[config.mk]
export PLATFORM = sky130hd
export DESIGN_NAME = jtag_led_top
export DESIGN_NICKNAME = d
export VERILOG_FILES = /design/src/rtl/jtag_led_top.sv
export SDC_FILE = /design/constraint.sdc
export NUM_CORES = 1
export LEC_CHECK = 0
export BUFFER_PORTS_ARGS = -buffer_cell sky130_fd_sc_hd__buf_4
export CORE_MARGIN = 4
export CORE_UTILIZATION = 55
export CTS_BUF_LIST = sky130_fd_sc_hd__clkbuf_4
export DETAILED_ROUTE_END_ITERATION = 7
export PLACE_DENSITY = 0.77
export SETUP_SLACK_MARGIN = 0.1
export SLEW_MARGIN = 20
export SYNTH_ARGS = -nofsm -noshare
export SYNTH_HDL_FRONTEND = slang
export SYNTH_SLANG_ARGS = --single-unit
[constraint.sdc]
create_clock -name TCK -period 4.2 [get_ports TCK]
set_input_delay 0.63 -clock TCK [delete_from_list [all_inputs] [get_ports TCK]]
set_output_delay 0.63 -clock TCK [all_outputs]
set_load 0.05 [all_outputs]
[src/rtl/jtag_led_top.sv]
// JTAG LED demo top: IEEE 1149.1 TAP with an 8-bit IR, a 36-bit user DR selected by
// USER_OP, and a 34-bit LED register driving the RGB columns and one-hot row select.
module jtag_led_top #(
    parameter int                IR_LEN  = 8,
    parameter int                DR_LEN  = 36,
    parameter logic [IR_LEN-1:0] USER_OP = 8'h32
) (
    input  logic       TCK,
    input  logic       reset,
    input  logic       TMS,
    input  logic       TDI,
    output logic       TDO,
    output logic [9:0] red,
    output logic [9:0] green,
    output logic [9:0] blue,
    output logic [3:0] rgbRow
);

    localparam int LED_LEN = DR_LEN - 2;

    typedef enum logic [3:0] {
        S_TLR, S_RTI,
        S_SEL_DR, S_CAP_DR, S_SH_DR, S_EX1_DR, S_PAU_DR, S_EX2_DR, S_UPD_DR,
        S_SEL_IR, S_CAP_IR, S_SH_IR, S_EX1_IR, S_PAU_IR, S_EX2_IR, S_UPD_IR
    } tap_state_t;

    tap_state_t          state_r;
    tap_state_t          next_s;
    logic [IR_LEN-1:0]   ir_r;
    logic [IR_LEN-1:0]   ir_sh_r;
    logic [DR_LEN-1:0]   dr_sh_r;
    logic                byp_r;
    logic [LED_LEN-1:0]  led_r;
    logic                tdo_r;
    logic                user_s;
    logic                tlr_s;

    assign user_s = (ir_r == USER_OP);
    // Entering or holding Test-Logic-Reset restores IR and blanks the display.
    assign tlr_s  = (next_s == S_TLR);

    // TAP next-state per the 1149.1 TMS table
    always_comb begin
        next_s = S_TLR;
        case (state_r)
            S_TLR:    next_s = TMS ? S_TLR    : S_RTI;
            S_RTI:    next_s = TMS ? S_SEL_DR : S_RTI;
            S_SEL_DR: next_s = TMS ? S_SEL_IR : S_CAP_DR;
            S_CAP_DR: next_s = TMS ? S_EX1_DR : S_SH_DR;
            S_SH_DR:  next_s = TMS ? S_EX1_DR : S_SH_DR;
            S_EX1_DR: next_s = TMS ? S_UPD_DR : S_PAU_DR;
            S_PAU_DR: next_s = TMS ? S_EX2_DR : S_PAU_DR;
            S_EX2_DR: next_s = TMS ? S_UPD_DR : S_SH_DR;
            S_UPD_DR: next_s = TMS ? S_SEL_DR : S_RTI;
            S_SEL_IR: next_s = TMS ? S_TLR    : S_CAP_IR;
            S_CAP_IR: next_s = TMS ? S_EX1_IR : S_SH_IR;
            S_SH_IR:  next_s = TMS ? S_EX1_IR : S_SH_IR;
            S_EX1_IR: next_s = TMS ? S_UPD_IR : S_PAU_IR;
            S_PAU_IR: next_s = TMS ? S_EX2_IR : S_PAU_IR;
            S_EX2_IR: next_s = TMS ? S_UPD_IR : S_SH_IR;
            S_UPD_IR: next_s = TMS ? S_SEL_DR : S_RTI;
            default:  next_s = S_TLR;
        endcase
    end

    // TAP state register
    always_ff @(posedge TCK or posedge reset) begin
        if (reset) state_r <= S_TLR;
        else       state_r <= next_s;
    end

    // Instruction register and its shift stage
    always_ff @(posedge TCK or posedge reset) begin
        if (reset) begin
            ir_r    <= {IR_LEN{1'b1}};
            ir_sh_r <= {IR_LEN{1'b0}};
        end else begin
            if (tlr_s)                  ir_r <= {IR_LEN{1'b1}};
            else if (state_r == S_UPD_IR) ir_r <= ir_sh_r;
            else                        ir_r <= ir_r;
            case (state_r)
                S_CAP_IR: ir_sh_r <= {{(IR_LEN-1){1'b0}}, 1'b1};
                S_SH_IR:  ir_sh_r <= {TDI, ir_sh_r[IR_LEN-1:1]};
                default:  ir_sh_r <= ir_sh_r;
            endcase
        end
    end

    // User DR (captures the live display for readback) and the bypass bit
    always_ff @(posedge TCK or posedge reset) begin
        if (reset) begin
            dr_sh_r <= {DR_LEN{1'b0}};
            byp_r   <= 1'b0;
        end else begin
            case (state_r)
                S_CAP_DR: begin
                    dr_sh_r <= user_s ? {2'b00, led_r} : dr_sh_r;
                    byp_r   <= 1'b0;
                end
                S_SH_DR: begin
                    dr_sh_r <= user_s ? {TDI, dr_sh_r[DR_LEN-1:1]} : dr_sh_r;
                    byp_r   <= TDI;
                end
                default: begin
                    dr_sh_r <= dr_sh_r;
                    byp_r   <= byp_r;
                end
            endcase
        end
    end

    // LED register: loaded only by a user-DR update, cleared by TLR
    always_ff @(posedge TCK or posedge reset) begin
        if (reset)                             led_r <= {LED_LEN{1'b0}};
        else if (tlr_s)                        led_r <= {LED_LEN{1'b0}};
        else if (state_r == S_UPD_DR && user_s) led_r <= dr_sh_r[LED_LEN-1:0];
        else                                   led_r <= led_r;
    end

    // TDO launched on falling TCK so the host samples it stable on the next rising edge
    always_ff @(negedge TCK or posedge reset) begin
        if (reset) begin
            tdo_r <= 1'b0;
        end else begin
            case (state_r)
                S_SH_IR: tdo_r <= ir_sh_r[0];
                S_SH_DR: tdo_r <= user_s ? dr_sh_r[0] : byp_r;
                default: tdo_r <= 1'b0;
            endcase
        end
    end

    assign TDO    = tdo_r;
    assign rgbRow = led_r[3:0];
    assign red    = led_r[13:4];
    assign green  = led_r[23:14];
    assign blue   = led_r[33:24];

endmodule

After elaboration in Yosys (flattened, before gate mapping)
Index checks and enable logic that the tools add are counted.
{"block": "word_totals", "reg_bits": 92, "in_bits": 4, "out_inout_bits": 35, "word_cells": 60}
{"block": "classes", "eq_ne": 18, "mux": 24, "reduce_logical": 11}
{"operator": "two-way mux 36 bit", "n": 2}
{"operator": "case mux 36 bit (2 select lines)", "n": 1}
{"operator": "two-way mux 34 bit", "n": 2}
{"operator": "case mux 4 bit (12 select lines)", "n": 1}
{"operator": "equality test 4 bit (second input constant)", "n": 8}
{"operator": "equality test 4 x 3 -> 1 bit (second input constant)", "n": 4}
{"operator": "two-way mux 4 bit", "n": 4}
{"operator": "two-way mux 8 bit", "n": 2}
{"operator": "case mux 8 bit (2 select lines)", "n": 1}
{"operator": "equality test 4 x 2 -> 1 bit (second input constant)", "n": 2}
{"operator": "equality test 8 x 6 -> 1 bit (second input constant)", "n": 1}
{"operator": "zero test 4 bit", "n": 2}
{"operator": "nonzero test 2 bit", "n": 4}
{"operator": "two-way mux 2 bit", "n": 3}
{"operator": "two-way mux 3 bit", "n": 2}
{"operator": "equality test 4 x 1 -> 1 bit (second input constant)", "n": 1}
{"operator": "two-way mux 1 bit", "n": 4}
{"operator": "!= test 2 bit (second input constant)", "n": 2}
{"operator": "case mux 1 bit (2 select lines)", "n": 2}
{"operator": "OR reduction 2 bit", "n": 2}
{"operator": "AND reduction 3 bit", "n": 1}
{"operator": "OR reduction 3 bit", "n": 1}
{"operator": "logical AND 1 bit", "n": 1}

Depth between registers and ports, before layout
{"block": "depth", "depth_word": 5, "ltp_mapped": 7, "mapped_depth_nobuf": 3}

==> impl_results.md <==
* DR vias at between 2000 and 3000
* Hold Violations, Final at 0
* Worst slew margin at 0.5521
* Die W at approximately 100 um
* Setup crit start: TDO
* Post-Synth Adder-Cell Area at 0
* Vias in the first global route at 3011
* Worst min-delay path class: input pin to asynchronous set/reset pin
* WL/cell at 15.94 um
* Layout overhead on the synthesized area at 10.76%
* Post-synth cell types at 45
* Outcome: finished clean
* Element type at the critical path start: register
* Die height at 97.74 um
* Yosys top cell area share at 0.4689
* Hold_buf cts at 0
* Critical Path Slowest Stage Cell: dfrtn_1
* Synth area leader: dfrtp_1
* Final setup margin at around 490 ps
* Setup TNS at 0 ps
* Cell family with most CP delay: flip-flops
* Post-synthesis average cell area at 11.13 um2
* Antenna Cells at 0
* Critical R2R Capture: TDO
* Mapped Cells at 398
* Synth Area in XOR/XNOR at 0.003955
* PD cells at 701.7 mW/mm2
* Synth Cell Area at 0.004429 mm2
* MaxCap Viol Count at 0
* Initial antenna violation count at 0
* Worst stage delay on the critical path at ~400 ps
* Cell breakdown of the critical path: buf_4
* Worst Setup End Kind: output pin
* DRT antenna net count at 0
* DR vias/cell at approximately 5.5
* Synthesized net count at 402
* Global-route wire length before repair at around 15 mm
* Worst Path Required at approximately 3600 ps
* Total GRT Usage at 0.1881
* TritonCTS Buffers at 9
* R2R Setup Slk at 590 ps
* Synth async-reset ratio at 1.000
* Post-DP HPWL at 5.378 mm
* Final core occ at 0.6316
* CTS tree: done
* Gates resized, CTS repair at 0
* NumNets Final at 431
* 1st-iter DRT viols at 125
* Unrepaired setup endpoints after global routing: no
* DRC at 0
* Yosys Warn Count at 0
* Clk slew on worst S/H paths at 160 ps
* Fin Hold WS at 339.1 ps
* Port bufs at 38
* Num rows at 32
* Sequential element share of the synthesized area at 0.5220
* R2R depth at 3
* Top post-synthesis cells by area: dfrtp_1 (47%), mux2i_1 (22%), o21ai_1 (5.3%), dfstp_2 (4.7%), inv_1 (3.1%)
* Most frequent cells in the layout: mux2i_1 (96), dfrtp_1 (83), buf_4 (50)
* Post-synth EDFFs at 0
* Leak pwr at 2.314 nW
* Share of cells above drive strength 1 at 0.1875
* Worst-margin pin slew at between 600 and 700 ps
* Maximum vdd drop at 0.3020 mV
* Max FO, Critical Path at 1
* Clock skew at 36.26 ps
* Worst reg2reg startpoint: ir_r[4]
* Die area at 0.009553 mm2
* I/O pins at 39
* Flops & latches, synth at 92
* Complex-gate fraction of the synthesized area at 0.07853
* Core region area at around 0.008 mm2
* Post-place setup slack at 650.7 ps
* Critical Path Sink: TDO
* Final setup viols at 0
* CP Depth at 1
* Setup bufs post-CTS at 0
* Most common cell after layout, fill and taps aside: mux2i_1
* DR pass1 iterations at 4
* Clk sink count at 92
* Largest family of logic cells by synthesized area: multiplexers
* Filler cell count at ~650
* Grt ovf at 0
* Root Buffer: clkbuf_4
* Synth Area in Simple Gates at 0.08898
* Final total power at 3.442 mW
* Largest net degree at the start of global routing at 54
* Crit path kind: register to output pin
* Max H-tree Level at 3
* Final WL at 8.512 mm
* Dominant synthesized flop cell: dfrtp_1
* Post-synthesis mux area share at 0.2322
* CP bufs+invs at 1
* Initial core utilization at 0.5702
* Max Transition Viols Final at 0
* Routability cong. at 0.7766
* CTS max path bufs at 2
* Worst skew pair latency at 420 ps
* Worst EP arrival at between 3000 and 4000 ps
[state kept, by name (all words and copies together) (netlist names)]
register and count:
ir_sh_r 8, dr_sh_r 36, led_r 34, ir_r 8, state_r 4, TDO 1, byp_r 1
[per-stage QoR]
stage / instance area (um2) / cells
6_report: 4906 / 534
3_5_place_dp: 4758 / 518
5_1_grt: 4906 / 534
2_1_floorplan: 4433 / 398
4_1_cts: 4906 / 534
3_3_place_gp: 4758 / 518
[power by group]
group | switching (mW) | leakage [nW] | internal (mW)
sequential | 0.160 | 1.23 | 1.13
clock | 0.305 | 0.0772 | 0.194
combinational | 1.13 | 1.01 | 0.524
[worst min-delay path by stage]
stage,start,end,depth (start not counted)
after CTS,reset,led_r[21],3
after floorplan,ir_r[4],ir_r[4],2
final,reset,led_r[21],3
after detailed placement,ir_r[0],ir_r[0],2
after global routing,reset,led_r[16],3
after global placement,ir_r[1],ir_r[1],2
[logic make-up after synthesis]
family                    after synthesis
muxes                                 102
DFF                                    92
and+or+nand+nor                        71
buffers and inverters                  69
AOI/OAI and AO/OA                      62
xor gates and xnor gates                2
[synth_stat cells (3+ instances only)]
master and count:
a21oi_1 3, o21ai_1 47, nand3b_1 3, clkbuf_1 10, nand2_1 34, dfstp_2 8, nand3_1 12, a211oi_1 3
inv_1 37, dfrtp_1 83, mux2i_1 96, buf_6 4, buf_1 6, mux2_1 6, buf_2 8
[metal layers]
layer / vias to the layer above / share of wire / GRT usage
met5: - / 0 / 0
met4: 0 / 0.012 / 0.06070
met3: 9 / 0.028 / 0.02929
met2: 46 / 0.49 / 0.3052
met1: 1484 / 0.47 / 0.2614
li1: 1423 / - / -
[cell type report]
class | count | area (um2) | share of cell area
flip-flops and latches | 92 | 2312 | 0.4713
well taps | 102 | 127.6 | 0.02601
repair buffers | 50 | 375.4 | 0.07651
clock buffers | 10 | 75.07 | 0.01530
inverters | 37 | 142.6 | 0.02907
clock inverters | 6 | 72.57 | 0.01479
multi-input cells | 237 | 1800 | 0.3670
Note: power is estimated with default switching activity, not from simulation.
